<file path="src/rtl/calc_pkg.sv">
// Shared definitions for the N-digit calculator core: key op codes,
// controller state encoding and the DIGITS-derived magnitude limit.
package calc_pkg;

    // Operator key codes as they arrive on the op port
    typedef enum logic [2:0] {
        OP_ADD     = 3'd0,
        OP_SUB     = 3'd1,
        OP_MUL     = 3'd2,
        OP_DIV     = 3'd3,
        OP_EQ      = 3'd4,
        OP_MPLUS   = 3'd5,
        OP_MRECALL = 3'd6,
        OP_MCLEAR  = 3'd7
    } op_t;

    // Controller states, visible on the debug state port
    typedef enum logic [1:0] {
        ST_ENTRY    = 2'd0,
        ST_OPE      = 2'd1,
        ST_DIV_BUSY = 2'd2,
        ST_HALT     = 2'd3
    } state_t;

    // Largest magnitude representable with the given number of decimal digits
    function automatic int calc_max(input int digits);
        int m;
        m = 1;
        for (int i = 0; i < digits; i++) begin
            m = m * 10;
        end
        return m - 1;
    endfunction

endpackage

</file>
<file path="src/rtl/calc_seq_div.sv">
// Unsigned restoring divider, one quotient bit per clock.
// A start pulse loads the operands and performs the first step in the same
// cycle, so done pulses exactly W cycles after the start cycle. The quotient
// holds until the next start; abort cancels a running division.
module calc_seq_div #(
    parameter int W = 11
) (
    input  logic         clk,
    input  logic         reset,
    input  logic         start,
    input  logic         abort,
    input  logic [W-1:0] dividend,
    input  logic [W-1:0] divisor,
    output logic [W-1:0] quotient,
    output logic         done
);

    localparam int CW = $clog2(W + 1);

    logic [W-1:0]  rem_reg;
    logic [W-1:0]  quot_reg;
    logic [W-1:0]  dvsr_reg;
    logic [CW-1:0] cnt_reg;
    logic          done_reg;

    logic [W-1:0]  rem_in;
    logic [W-1:0]  quot_in;
    logic [W-1:0]  dvsr_in;
    logic [W:0]    shifted;
    logic [W:0]    trial;
    logic [W-1:0]  rem_step;
    logic [W-1:0]  quot_step;

    // One restoring step: shift in the next dividend bit, subtract if it fits
    always_comb begin
        rem_in  = start ? '0 : rem_reg;
        quot_in = start ? dividend : quot_reg;
        dvsr_in = start ? divisor : dvsr_reg;
        shifted = {rem_in, quot_in[W-1]};
        trial   = shifted - {1'b0, dvsr_in};
        if (!trial[W]) begin
            rem_step  = trial[W-1:0];
            quot_step = (quot_in << 1) | W'(1);
        end else begin
            rem_step  = shifted[W-1:0];
            quot_step = quot_in << 1;
        end
    end

    // Iteration counter and partial remainder/quotient registers
    always_ff @(posedge clk or negedge reset) begin
        if (!reset) begin
            rem_reg  <= '0;
            quot_reg <= '0;
            dvsr_reg <= '0;
            cnt_reg  <= '0;
            done_reg <= 1'b0;
        end else if (abort) begin
            cnt_reg  <= '0;
            done_reg <= 1'b0;
        end else if (start) begin
            rem_reg  <= rem_step;
            quot_reg <= quot_step;
            dvsr_reg <= divisor;
            cnt_reg  <= CW'(W - 1);
            done_reg <= (W == 1);
        end else if (cnt_reg != '0) begin
            rem_reg  <= rem_step;
            quot_reg <= quot_step;
            cnt_reg  <= cnt_reg - CW'(1);
            done_reg <= (cnt_reg == CW'(1));
        end else begin
            done_reg <= 1'b0;
        end
    end

    assign quotient = quot_reg;
    assign done     = done_reg;

endmodule

</file>
<file path="src/rtl/calc_core_n.sv">
// N-digit signed decimal calculator core. Chains ADD/SUB/MUL/DIV/EQ on
// single-cycle key pulses; DIV runs on calc_seq_div while busy is high.
// Display is sign + binary magnitude, combinational from the registers.
// Optional memory register (MPLUS/MRECALL/MCLEAR) is enabled by defining
// the macro CALC_MEM_EN; without it op codes 5..7 are ignored.
module calc_core_n
    import calc_pkg::*;
#(
    parameter int DIGITS = 3,
    parameter int ACC_W  = 12
) (
    input  logic             clk,
    input  logic             reset,
    input  logic             digit_valid,
    input  logic [3:0]       digit,
    input  logic             op_valid,
    input  logic [2:0]       op,
    input  logic             ce,
    input  logic             ac,
    output logic [ACC_W-2:0] out_mag,
    output logic             out_neg,
    output logic             overflow,
    output logic             busy,
    output logic [1:0]       state
);

    localparam int W     = ACC_W - 1;
    localparam int CW    = $clog2(DIGITS + 1);
    localparam int MAX_I = calc_max(DIGITS);
    localparam logic signed [2*ACC_W-1:0] MAX_W = (2*ACC_W)'(MAX_I);

    state_t                   state_reg, state_next;
    logic signed [ACC_W-1:0]  rega_reg, rega_next;
    logic signed [ACC_W-1:0]  regb_reg, regb_next;
    logic [CW-1:0]            count_reg, count_next;
    op_t                      pend_reg, pend_next;
    logic                     div_neg_reg, div_neg_next;
`ifdef CALC_MEM_EN
    logic signed [ACC_W-1:0]  mem_reg, mem_next;
    logic signed [ACC_W-1:0]  disp_val;
    logic signed [2*ACC_W-1:0] mem_sum;
    logic                     mem_ovf;
`endif

    logic                     digit_ok;
    logic                     op_arith;
    logic signed [ACC_W-1:0]  digit_ext;
    logic signed [ACC_W-1:0]  rega_shift;
    logic signed [2*ACC_W-1:0] a_w, b_w, arith_res;
    logic                     arith_ovf;
    logic [W-1:0]             rega_mag, regb_mag;
    logic signed [ACC_W-1:0]  quot_ext;
    logic                     div_start;
    logic [W-1:0]             div_quot;
    logic                     div_done;

    assign digit_ok   = digit_valid && (digit <= 4'd9);
    assign op_arith   = (op <= 3'd4);
    assign digit_ext  = {{(ACC_W-4){1'b0}}, digit};
    assign rega_shift = (rega_reg <<< 3) + (rega_reg <<< 1) + digit_ext;
    assign a_w        = {{ACC_W{rega_reg[ACC_W-1]}}, rega_reg};
    assign b_w        = {{ACC_W{regb_reg[ACC_W-1]}}, regb_reg};
    assign rega_mag   = W'(rega_reg[ACC_W-1] ? -rega_reg : rega_reg);
    assign regb_mag   = W'(regb_reg[ACC_W-1] ? -regb_reg : regb_reg);
    assign quot_ext   = {1'b0, div_quot};

    // Single-cycle arithmetic at double width so the range check never wraps
    always_comb begin
        case (pend_reg)
            OP_SUB:  arith_res = b_w - a_w;
            OP_MUL:  arith_res = b_w * a_w;
            default: arith_res = b_w + a_w;
        endcase
        arith_ovf = (arith_res > MAX_W) || (arith_res < -MAX_W);
    end

`ifdef CALC_MEM_EN
    // Memory accumulate uses whatever the display currently shows
    always_comb begin
        disp_val = (state_reg == ST_ENTRY) ? rega_reg : regb_reg;
        mem_sum  = {{ACC_W{mem_reg[ACC_W-1]}}, mem_reg}
                 + {{ACC_W{disp_val[ACC_W-1]}}, disp_val};
        mem_ovf  = (mem_sum > MAX_W) || (mem_sum < -MAX_W);
    end
`endif

    // Divider works on magnitudes; the core re-applies the sign on completion
    calc_seq_div #(
        .W(W)
    ) u_div (
        .clk      (clk),
        .reset    (reset),
        .start    (div_start),
        .abort    (ac),
        .dividend (regb_mag),
        .divisor  (rega_mag),
        .quotient (div_quot),
        .done     (div_done)
    );

    // Controller registers
    always_ff @(posedge clk or negedge reset) begin
        if (!reset) begin
            state_reg   <= ST_ENTRY;
            rega_reg    <= '0;
            regb_reg    <= '0;
            count_reg   <= '0;
            pend_reg    <= OP_ADD;
            div_neg_reg <= 1'b0;
`ifdef CALC_MEM_EN
            mem_reg     <= '0;
`endif
        end else begin
            state_reg   <= state_next;
            rega_reg    <= rega_next;
            regb_reg    <= regb_next;
            count_reg   <= count_next;
            pend_reg    <= pend_next;
            div_neg_reg <= div_neg_next;
`ifdef CALC_MEM_EN
            mem_reg     <= mem_next;
`endif
        end
    end

    // Next-state logic; key priority is ac > ce > op > digit
    always_comb begin
        state_next   = state_reg;
        rega_next    = rega_reg;
        regb_next    = regb_reg;
        count_next   = count_reg;
        pend_next    = pend_reg;
        div_neg_next = div_neg_reg;
        div_start    = 1'b0;
`ifdef CALC_MEM_EN
        mem_next     = mem_reg;
`endif
        if (ac) begin
            state_next   = ST_ENTRY;
            rega_next    = '0;
            regb_next    = '0;
            count_next   = '0;
            pend_next    = OP_ADD;
            div_neg_next = 1'b0;
        end else begin
            case (state_reg)
                ST_ENTRY: begin
                    if (ce) begin
                        rega_next  = '0;
                        count_next = '0;
                    end else if (op_valid) begin
                        if (op_arith) begin
                            pend_next = op_t'(op);
                            if (pend_reg == OP_DIV) begin
                                if (rega_reg == '0) begin
                                    state_next = ST_HALT;
                                end else begin
                                    div_start    = 1'b1;
                                    div_neg_next = regb_reg[ACC_W-1] ^ rega_reg[ACC_W-1];
                                    state_next   = ST_DIV_BUSY;
                                end
                            end else if (pend_reg == OP_EQ) begin
                                regb_next  = rega_reg;
                                state_next = ST_OPE;
                            end else if (arith_ovf) begin
                                state_next = ST_HALT;
                            end else begin
                                regb_next  = arith_res[ACC_W-1:0];
                                state_next = ST_OPE;
                            end
                        end
                    end else if (digit_ok && (count_reg < CW'(DIGITS))) begin
                        rega_next  = rega_shift;
                        count_next = count_reg + CW'(1);
                    end
                end
                ST_OPE: begin
                    if (ce) begin
                        // clear-entry has nothing to clear while showing a result
                    end else if (op_valid) begin
                        if (op_arith) begin
                            pend_next = op_t'(op);
                        end
                    end else if (digit_ok) begin
                        rega_next  = digit_ext;
                        count_next = CW'(1);
                        state_next = ST_ENTRY;
                        if (pend_reg == OP_EQ) begin
                            regb_next = '0;
                            pend_next = OP_ADD;
                        end
                    end
                end
                ST_DIV_BUSY: begin
                    if (div_done) begin
                        regb_next  = div_neg_reg ? -quot_ext : quot_ext;
                        state_next = ST_OPE;
                    end
                end
                ST_HALT: begin
                    if (ce) begin
                        state_next   = ST_ENTRY;
                        rega_next    = '0;
                        regb_next    = '0;
                        count_next   = '0;
                        pend_next    = OP_ADD;
                        div_neg_next = 1'b0;
                    end
                end
                default: begin
                    state_next = ST_ENTRY;
                end
            endcase
`ifdef CALC_MEM_EN
            if (!ce && op_valid && !op_arith &&
                (state_reg == ST_ENTRY || state_reg == ST_OPE)) begin
                case (op_t'(op))
                    OP_MPLUS: begin
                        if (mem_ovf) begin
                            state_next = ST_HALT;
                        end else begin
                            mem_next = mem_sum[ACC_W-1:0];
                        end
                    end
                    OP_MRECALL: begin
                        rega_next  = mem_reg;
                        count_next = CW'(DIGITS);
                        state_next = ST_ENTRY;
                    end
                    OP_MCLEAR: begin
                        mem_next = '0;
                    end
                    default: begin
                    end
                endcase
            end
`endif
        end
    end

    // Display: entry operand while typing, signed result otherwise, blank on halt
    always_comb begin
        out_mag = '0;
        out_neg = 1'b0;
        case (state_reg)
            ST_ENTRY: begin
                out_mag = rega_mag;
                // a recalled memory value may be negative
                out_neg = rega_reg[ACC_W-1];
            end
            ST_HALT: begin
                out_mag = '0;
                out_neg = 1'b0;
            end
            default: begin
                out_mag = regb_mag;
                out_neg = regb_reg[ACC_W-1];
            end
        endcase
    end

    assign state    = state_reg;
    assign overflow = (state_reg == ST_HALT);
    assign busy     = (state_reg == ST_DIV_BUSY);

endmodule

</file>
<file path="config.mk">
export PLATFORM = sky130hd
export DESIGN_NAME = calc_core_n
export DESIGN_NICKNAME = d
export VERILOG_FILES = /design/src/rtl/calc_pkg.sv /design/src/rtl/calc_seq_div.sv /design/src/rtl/calc_core_n.sv
export SDC_FILE = /design/constraint.sdc
export NUM_CORES = 1
export LEC_CHECK = 0
export BUFFER_PORTS_ARGS = -buffer_cell sky130_fd_sc_hd__buf_2
export CAP_MARGIN = 25
export CELL_PAD_IN_SITES_DETAIL_PLACEMENT = 0
export CELL_PAD_IN_SITES_GLOBAL_PLACEMENT = 2
export CORE_ASPECT_RATIO = 0.6
export CORE_MARGIN = 4
export CORE_UTILIZATION = 40
export DETAILED_ROUTE_END_ITERATION = 12
export PLACE_DENSITY_LB_ADDON = 0.15
export SYNTH_ARGS = -nofsm -noshare
export SYNTH_HDL_FRONTEND = slang
export SYNTH_SLANG_ARGS = --single-unit
</file>
<file path="constraint.sdc">
create_clock -name clk -period 8.42 [get_ports clk]
set_input_delay 1.263 -clock clk [delete_from_list [all_inputs] [get_ports clk]]
set_output_delay 1.263 -clock clk [all_outputs]
set_load 0.02 [all_outputs]
</file>
==> results_dict.tcl, run 1 <==
set metrics [dict create \
    status "completed" \
    die_width_um 235 \
    max_root_sink_buffers 2 \
    numCtsBuffers 9 \
    ioPinCount 29 \
    synth_xor_xnor_area_share_pct 5.44 \
    post-route-min-period_ns 7.74 \
    synth_simple_gate_area_share_pct 17.0 \
    critPathLaunchType "flip-flop" \
    synth_mux_area_share_pct 1.77 \
    utilization_pct 44.3 \
    seq_area_frac_synth_pct 14.1 \
    worstHoldPathType "reg -> reg" \
    postSynthCellCount 1514 \
    postSynthRegisterBits 70 \
    buffer_ports.inserted 28 \
    layout-area-overhead-vs-synth_pct 8.19 \
    grt_setup_unrepaired "false" \
    post-route-period-util_pct 91.9 \
    ir_worst_vdd_uv 190 \
    avgSynthCellArea_sq_um 8.18 \
    cts.sink_count 70 \
    synth_enable_flop_cells 0 \
    routed_wirelength_um 41200 \
    grt_pass1_wl_um 63400 \
    top_cells_by_area_synth "fa_1 (23%), dfrtp_1 (14%), ha_1 (12%), inv_1 (7.3%), nand2_1 (6.0%)" \
    p_switching_w 0.00224 \
    seqPwrFrac_pct 16.0 \
    synth_cell_type_count 76 \
    row_count 49 \
    worst_setup_path_end_kind "flip-flop" \
    p_clk_share_pct 10.4 \
    tightestPinTransition_ns 1.16 \
    r2r_start "regb_reg[5]" \
    synth_warnings 0 \
    syn-num-nets 1786 \
    cts.repair_timing.setup_buffer_count 0 \
    hpwl_um 34100 \
    synth_top_family_by_area "adder cells" \
    via_per_inst 5.57 \
    number_of_nets_in_the_layout 1797 \
    timing.hold.worst.start "u_div.dvsr_reg[0]" \
    worstPathArrival_ns 7.97 \
    largest_net_degree_at_the_start_of_global_routing 63 \
    max_slew_margin_pct 21.9 \
    tns_ns 0 \
    drc 0 \
    final_global_route_overflow_total 0 \
    cts_tree "built" \
    postRouteAntennaNets 0 \
    compound_cell_area_share_of_the_yosys_netlist_pct 17.2 \
    path_clk_slew_ns 0.06 \
    cts_repair_resize_count 0 \
    die_area_sq_um 33900 \
    share_comb_of_total_power_pct 73.6 \
    yosys.area_share.adder_pct 34.8 \
    power.density_cell_area_nw_per_um2 299 \
    setup.worst_path.start "regb_reg[5]" \
    worstPathRequired_ns 8.65 \
    detail_route.first_pass.iterations 5 \
    clock_insertion_delay_worst_skew_ns 0.35 \
    p_leak_nw 6.64 \
    wire_per_inst_um 21.3 \
    yosys-top-cells-count "inv_1 (242), nand2_1 (198), fa_1 (143)" \
    design.core.area_sq_um 30200 \
    cts.htree.levels 3 \
    num_antenna_cells 0 \
    antenna_violations_before_repair 0 \
    cts-hold-fix-buffers 0 \
    gr-usage-all-layers_pct 24.5 \
    max_cap_viol_count 0 \
    synth_flop_cell "dfrtp_1" \
    start_util_pct 41.0 \
    netlist.area_leader.share_pct 23.1 \
    cts_root_buffer "clkbuf_16" \
    drive_gt1_share_pct 7.25 \
    synth_top_area_cell "fa_1" \
    postSynth.asyncResetShare_pct 100 \
    cell_area_after_synthesis_sq_um 12400 \
    die_y_um 144 \
    critPathKind "reg -> reg" \
    maxClockFrequency_mhz 129 \
    timing.clock.skew_ns 0.00977 \
    synth.most_common_cell "inv_1" \
    final-max-slew-violation-count 0 \
    via_count_of_the_first_global_routing_pass 10000 \
    worst_r2r_path_depth 22 \
    power.share.switching_pct 55.9 \
    internal_power_w 0.00177 \
    gp_congestion 0.949 \
    timing.final.hold_violations 0 \
    critical_path_peak_fanout 12 \
    vias 10800 \
    initial_drt_markers 1205 \
    setup_viol 0 \
    hold_path_depth 2 \
    p_total_w 0.00400 \
]
==> cell families (layout without fill, tap and decap cells) <==
logic type / Yosys count / in the layout
mux: 17 / 17
flops: 70 / 70
buf+inv: 311 / 327
fa+ha+maj: 259 / 259
xor+xnor: 77 / 77
compound gates: 326 / 326
simple gates: 454 / 454
==> worst paths after layout <==
| check | end | slack, ns |
|---|---|---|
| setup reg to reg | regb_reg[1] | 0.68 |
| hold reg to reg | u_div.dvsr_reg[0] | 0.47 |
| max in group asynchronous | u_div.dvsr_reg[2] | 6.59 |
| setup / recovery | regb_reg[1] | 0.68 |
| hold / removal | u_div.dvsr_reg[0] | 0.47 |
| min in group asynchronous | u_div.cnt_reg[1] | 0.73 |
==> per-stage QoR <==
stage / area [sq um] / worst slack, ns / std cells / hold WS [ns]
floorplan: 12400 / 1.25 / 1514 / 0.439
global placement: 13100 / 0.865 / 1921 / 0.453
detailed placement: 13100 / 0.742 / 1921 / 0.462
CTS: 13400 / 0.728 / 1937 / 0.476
global route: 13400 / 0.257 / 1938 / 0.522
finish: 13400 / 0.678 / 1938 / 0.475
==> cell type report <==
| class | instances | area (sq um) |
|---|---|---|
| fillers | 3170 | 16800 |
| multi-input cells | 1133 | 9450 |
| flip-flops and latches | 70 | 1750 |
| inverters | 244 | 916 |
| well taps | 408 | 510 |
| repair buffers | 67 | 455 |
| clock buffers | 14 | 284 |
| clock inverters | 2 | 37.5 |
==> power by group through the flow <==
stage / sequential [W] / clock [W] / combinational [W]
after floorplan: 0.000556 / 0 / 0.00206
after global placement: 0.000635 / 0 / 0.00289
after detailed placement: 0.000638 / 0 / 0.00288
after CTS: 0.000633 / 0.000428 / 0.00290
after global routing: 0.000655 / 0.000441 / 0.00326
final: 0.000641 / 0.000417 / 0.00294
==> cell usage in the layout, fill, tap and decap left out, drive strengths merged, types with 12 or more instances in the layout <==
cell,netlist,routed
ha,116,116
o21a,12,12
and2,44,44
o31ai,16,16
nand2b,21,21
dfrtp,70,70
clkbuf,55,14
buf,12,67
a21oi,81,81
fa,143,143
mux2,12,12
a21o,12,12
xor2,16,16
nor2,96,96
a31oi,24,24
o21ai,71,71
nor3,26,26
o22ai,13,13
nand2,198,198
inv,243,243
xnor2,61,61
a22oi,14,14
==> per-layer routing <==
layer	vias up	GRT usage (%)	wire length (um)
met5	-	0	0
met2	411	30.1	15000
met4	0	2.45	284
met3	23	7.74	4450
met1	5341	41.3	21500
li1	5018	-	-
==> worst max-delay path: stages (launching register included) <==
cell	delay, ns
dfrtp_1	0.70
ha_1	0.39
inv_1	0.12
fa_1	0.54
inv_1	0.05
fa_1	0.47
fa_1	0.50
inv_1	0.06
fa_1	0.50
fa_1	0.54
inv_1	0.04
ha_1	0.34
o211a_1	0.24
a211oi_1	0.28
a21oi_2	0.13
a221oi_2	0.54
xor2_1	0.20
nor2_1	0.08
a2111oi_0	0.43
a32oi_1	0.19
o311ai_1	0.43
and4_4	0.46
mux2_2	0.37
(Power assumes the default switching activity.)
==> run 2, diff against run 1 <==
CORE_UTILIZATION = 37   (was 40)
clock period = 6.23 ns   (was 8.42 ns; I/O delays follow)
==> results_dict.tcl, run 2 (synthesis results as in run 1) <==
set metrics [dict create \
    r2r_start "regb_reg[11]" \
    final.setup.worst_slack_ns -0.587 \
    tns_ns -7.19 \
    design.core.area_sq_um 32700 \
    failing_checks "setup timing" \
    layout.cells.most_common_list "inv_1 (226), buf_4 (213), nand2_1 (193)" \
    hpwl_um 37000 \
    crit_path_cell_trace "clkinv_4, nor2_4, inv_2, fa_2, inv_4, fa_2, inv_2, fa_1, inv_1, fa_1, inv_2, fa_1, inv_1, ha_2, or4_4, o21ai_2, o211ai_1, mux2i_1, nand4_1, or4b_4, o41ai_4, a211o_1, and4_4, mux2_4" \
    timing.critical_path.slowest_cell_delay_ns 0.63 \
    place_ws_ns -0.863 \
    placed_cell_count 2126 \
    critPathLaunchType "flip-flop" \
    finish.cell_count_without_fillers 2174 \
    die_width_um 244 \
    max_slew_margin_pct 33.2 \
    antenna_violations_before_repair 3 \
    via_per_inst 5.21 \
    drc 0 \
    die_area_sq_um 36600 \
    critical_path_peak_fanout 8 \
    start_util_pct 37.8 \
    critPathKind "reg -> reg" \
    timing.hold.ws_ns 0.402 \
    cts.htree.levels 3 \
    ioPinCount 29 \
    ir_worst_vdd_uv 161 \
    num_antenna_cells 0 \
    num-fill-cells 3248 \
    detail_route.first_pass.iterations 5 \
    layout.area.seq_sq_um 1770 \
    layout-area-overhead-vs-synth_pct 24.4 \
    largest_net_degree_at_the_start_of_global_routing 62 \
    timing.clock.skew_ns 0.0118 \
    worst_setup_path_end_kind "flip-flop" \
    status "complete, but fails checks" \
    critical_path.n_buffers_inverters 7 \
    post-route-min-period_ns 6.82 \
    routed_wirelength_um 43900 \
    max_cap_viol_count 0 \
    initial_drt_markers 993 \
    cts_tree "built" \
    setup_viol 13 \
    worstPathRequired_ns 6.46 \
    wire_per_inst_um 20.2 \
    reg2reg_slack_ns -0.59 \
    worst_setup_path_endpoint "regb_reg[7]" \
    numCtsBuffers 9 \
    post-route-period-util_pct 109 \
    die_y_um 150 \
    worstPathArrival_ns 7.05 \
    postRouteAntennaNets 0 \
    final_global_route_overflow_total 0 \
    worst-path-stages 24 \
    max_root_sink_buffers 2 \
    drive_gt1_share_pct 22.4 \
    grt_pass1_wl_um 66900 \
    setup.worst_path.start "regb_reg[11]" \
    mostFrequentLayoutCell "inv_1" \
    buffer_ports.inserted 28 \
    power.density_cell_area_nw_per_um2 400 \
    row_count 51 \
    path_clk_slew_ns 0.06 \
    worstHoldPathType "in -> async" \
    maxClockFrequency_mhz 147 \
    final-max-slew-violation-count 0 \
    cts.sink_count 70 \
    critical_path.slowest_cell "fa_2" \
    gr-usage-all-layers_pct 24.1 \
    cts_root_buffer "clkbuf_16" \
    p_leak_nw 7.60 \
    path_delay_family "adder cells" \
    vias 11300 \
    worst_r2r_path_depth 24 \
    gp_congestion 0.957 \
    worstReg2RegEnd "regb_reg[7]" \
    number_of_nets_in_the_layout 1991 \
    clock_insertion_delay_worst_skew_ns 0.35 \
    grt_setup_unrepaired "true" \
    tightestPinTransition_ns 0.998 \
    via_count_of_the_first_global_routing_pass 10700 \
    timing.final.hold_violations 0 \
    multi_input_area_sq_um 9830 \
]
[run 2: cell count changes in the layout (fill, tap and decap cells not counted), sizes merged]
cell,delta
and4,+1
buf,+193
clkbuf,-1
clkinv,+3
clkinvlp,-1
inv,-1
[run 2: area by class of cell]
type	count	area share, %
Sequential cell	70	11.5
Multi-Input combinational cell	1134	63.8
Inverter	244	6.02
Clock buffer	13	1.62
Timing Repair Buffer	260	13.2
Tap cell	450	3.65
Clock inverter	3	0.284
[run 2: worst min-delay path by stage]
| stage | end | slack (ns) | depth (start not counted) |
|---|---|---|---|
| floorplan | u_div.dvsr_reg[0] | 0.44 | 2 |
| global placement | u_div.dvsr_reg[0] | 0.45 | 2 |
| detailed placement | u_div.dvsr_reg[0] | 0.46 | 2 |
| CTS | u_div.cnt_reg[2] | 0.40 | 1 |
| global route | u_div.cnt_reg[2] | 0.40 | 1 |
| finish | u_div.cnt_reg[2] | 0.40 | 1 |
[run 2: where the power goes]
| group | internal (W) | leakage [nW] | total [W] | switching, W |
|---|---|---|---|---|
| Combinational | 0.00200 | 6.54 | 0.00482 | 0.00282 |
| Clock | 0.000322 | 0.144 | 0.000529 | 0.000207 |
| Sequential | 0.000614 | 0.914 | 0.000811 | 0.000197 |
| Total | 0.00294 | 7.60 | 0.00616 | 0.00322 |
[run 2: through the flow]
step	utilization, %	area [sq um]	power, W
final	47.1	15400	0.00616
after global placement	44.3	14500	0.00528
after CTS	46.0	15100	0.00595
after detailed placement	44.3	14500	0.00529
after floorplan	-	12500	0.00358
after global routing	47.1	15400	0.00667
[run 2: timing repair]
item,in CTS,in global routing
hold buffers,0,0
gates cloned,1,0
buffers inserted,14,17
gates resized for setup,46,47
endpoints found under the hold margin,0,0
endpoints found under the setup margin,13,22
pin swaps,26,58
[run 2: layer usage]
layer  track usage [%]  vias to the layer above  share of wire [%]
li1                  -                     5411                  -
met1              40.9                     5546                 55
met2              29.4                      350                 35
met4              1.55                        0               0.36
met3              7.79                       11                9.5
met5                 0                        -                  0
==> run 3, diff against run 2 <==
BUFFER_PORTS_ARGS = -buffer_cell sky130_fd_sc_hd__buf_4   (was -buffer_cell sky130_fd_sc_hd__buf_2)
==> results_dict.tcl, run 3 (synthesis results as in run 1) <==
set metrics [dict create \
    critical_path.slowest_cell "fa_1" \
    worst-path-stages 23 \
    num_antenna_cells 0 \
    gr-usage-all-layers_pct 24.2 \
    layout-area-overhead-vs-synth_pct 23.9 \
    numCtsBuffers 9 \
    timing.hold.ws_ns 0.445 \
    die_y_um 150 \
    max_root_sink_buffers 2 \
    post-route-period-util_pct 109 \
    placed_cell_count 2118 \
    die_area_sq_um 36600 \
    layout.cells.most_common_list "inv_1 (231), buf_4 (224), nand2_1 (192)" \
    start_util_pct 37.8 \
    die_width_um 244 \
    failing_checks "setup timing" \
    largest_net_degree_at_the_start_of_global_routing 55 \
    via_count_of_the_first_global_routing_pass 10800 \
    grt_pass1_wl_um 66900 \
    max_cap_viol_count 0 \
    timing.final.hold_violations 0 \
    tightestPinTransition_ns 1.01 \
    path_delay_family "adder cells" \
    max_slew_margin_pct 32.1 \
    hpwl_um 36700 \
    p_leak_nw 7.54 \
    utilization_pct 46.9 \
    critical_path_peak_fanout 7 \
    p_total_w 0.00614 \
    vias 11200 \
    worstPathArrival_ns 7.00 \
    worst_r2r_path_depth 23 \
    wire_per_inst_um 20.3 \
    status "complete, but fails checks" \
    setup_viol 13 \
    critical_path.n_buffers_inverters 6 \
    cts.htree.levels 3 \
    cts_tree "built" \
    timing.clock.skew_ns 0.00464 \
    cts-hold-fix-buffers 0 \
    drive_gt1_share_pct 21.2 \
    final_global_route_overflow_total 0 \
    critPathKind "reg -> reg" \
    maxClockFrequency_mhz 148 \
    crit_path_cell_trace "buf_12, ha_1, fa_1, fa_1, fa_1, fa_1, inv_1, fa_1, inv_2, ha_4, buf_4, and2_1, buf_4, and3_1, a221oi_4, buf_4, o21ai_1, xnor2_2, or2_4, o41ai_4, a211o_1, and4_4, mux2_4" \
    path_clk_slew_ns 0.06 \
    critPathLaunchType "flip-flop" \
    place_ws_ns -0.945 \
    via_per_inst 5.22 \
    power.density_cell_area_nw_per_um2 400 \
    gp_congestion 0.939 \
    number_of_nets_in_the_layout 1971 \
    worstPathRequired_ns 6.45 \
    row_count 51 \
    cts_root_buffer "clkbuf_16" \
    ioPinCount 29 \
    final-max-slew-violation-count 0 \
    drc 0 \
    buffer_ports.inserted 28 \
    detail_route.first_pass.iterations 5 \
    timing.critical_path.slowest_cell_delay_ns 0.53 \
    initial_drt_markers 886 \
    mostFrequentLayoutCell "inv_1" \
    cts.sink_count 70 \
    reg2reg_slack_ns -0.55 \
    antenna_violations_before_repair 0 \
    postRouteAntennaNets 0 \
    design.core.area_sq_um 32700 \
    clock_insertion_delay_worst_skew_ns 0.34 \
    routed_wirelength_um 43800 \
    worstHoldPathType "in -> async" \
    ir_worst_vdd_uv 164 \
    worst_setup_path_end_kind "flip-flop" \
    critical_path.most_common_cell "fa_1" \
    final.setup.worst_slack_ns -0.547 \
    grt_setup_unrepaired "true" \
    finish.cell_count_without_fillers 2153 \
    post-route-min-period_ns 6.78 \
]
-- run 3: cell count changes in the layout (fill, tap and decap cells not counted), sizes merged --
cell	before	now
inv	242	243
clkinv	4	2
buf	260	240
clkbuf	13	14
bufinv	1	0
-- run 3: path summary, 6_finish.rpt --
check                                    endpoint         startpoint
max in group asynchronous             rega_reg[5]              reset
worst max register to register        regb_reg[0]        regb_reg[9]
worst min register to register  u_div.dvsr_reg[0]  u_div.dvsr_reg[0]
worst max-delay path                  regb_reg[0]        regb_reg[9]
min in group clk                u_div.dvsr_reg[0]  u_div.dvsr_reg[0]
worst min-delay path             u_div.cnt_reg[2]              reset
-- run 3: repair_timing --
item	CTS	global route
setup buffers	9	10
endpoints found under the hold margin	0	0
cloned	1	0
setup endpoints to repair	13	21
resized for setup	48	49
pin swaps	28	38
-- run 3: through the flow --
step	instance area, sq um	TNS [ns]
final	15300	-6.65
after CTS	15000	-7.78
after global routing	15300	-8.73
after detailed placement	14500	-11.52
after floorplan	12500	-1.45
after global placement	14500	-8.57
-- run 3: metal layers --
layer / part of all wire, % / global-route usage, % / routed length, um / up-vias
met5: 0 / 0 / 0 / -
met4: 0.51 / 2.18 / 221 / 0
met3: 8.5 / 6.93 / 3700 / 15
met2: 36 / 30.1 / 15700 / 318
met1: 55 / 40.9 / 24100 / 5545
li1: - / - / - / 5366
-- run 3: power breakdown --
group          internal [W]  switching (W)
clock network      0.000289       0.000203
logic               0.00201        0.00283
registers          0.000612       0.000195
total               0.00291        0.00323
-- run 3: area by class of cell --
type,count,area (sq um)
fillers,3268,17400
multi-input cells,1134,9910
clock inverters,1,5.00
clock buffers,14,264
flip-flops and latches,70,1760
repair buffers,240,1920
inverters,244,926
well taps,450,563
-- run 3: worst reg2reg max path: stages, from the launching register on --
cell	delay [ns]
dfrtp_2	0.45
buf_12	0.15
ha_1	0.22
fa_1	0.52
fa_1	0.53
fa_1	0.50
fa_1	0.49
inv_1	0.05
fa_1	0.49
inv_2	0.04
ha_4	0.21
buf_4	0.14
and2_1	0.16
buf_4	0.16
and3_1	0.19
a221oi_4	0.33
buf_4	0.18
o21ai_1	0.11
xnor2_2	0.20
or2_4	0.26
o41ai_4	0.39
a211o_1	0.23
and4_4	0.34
mux2_4	0.32
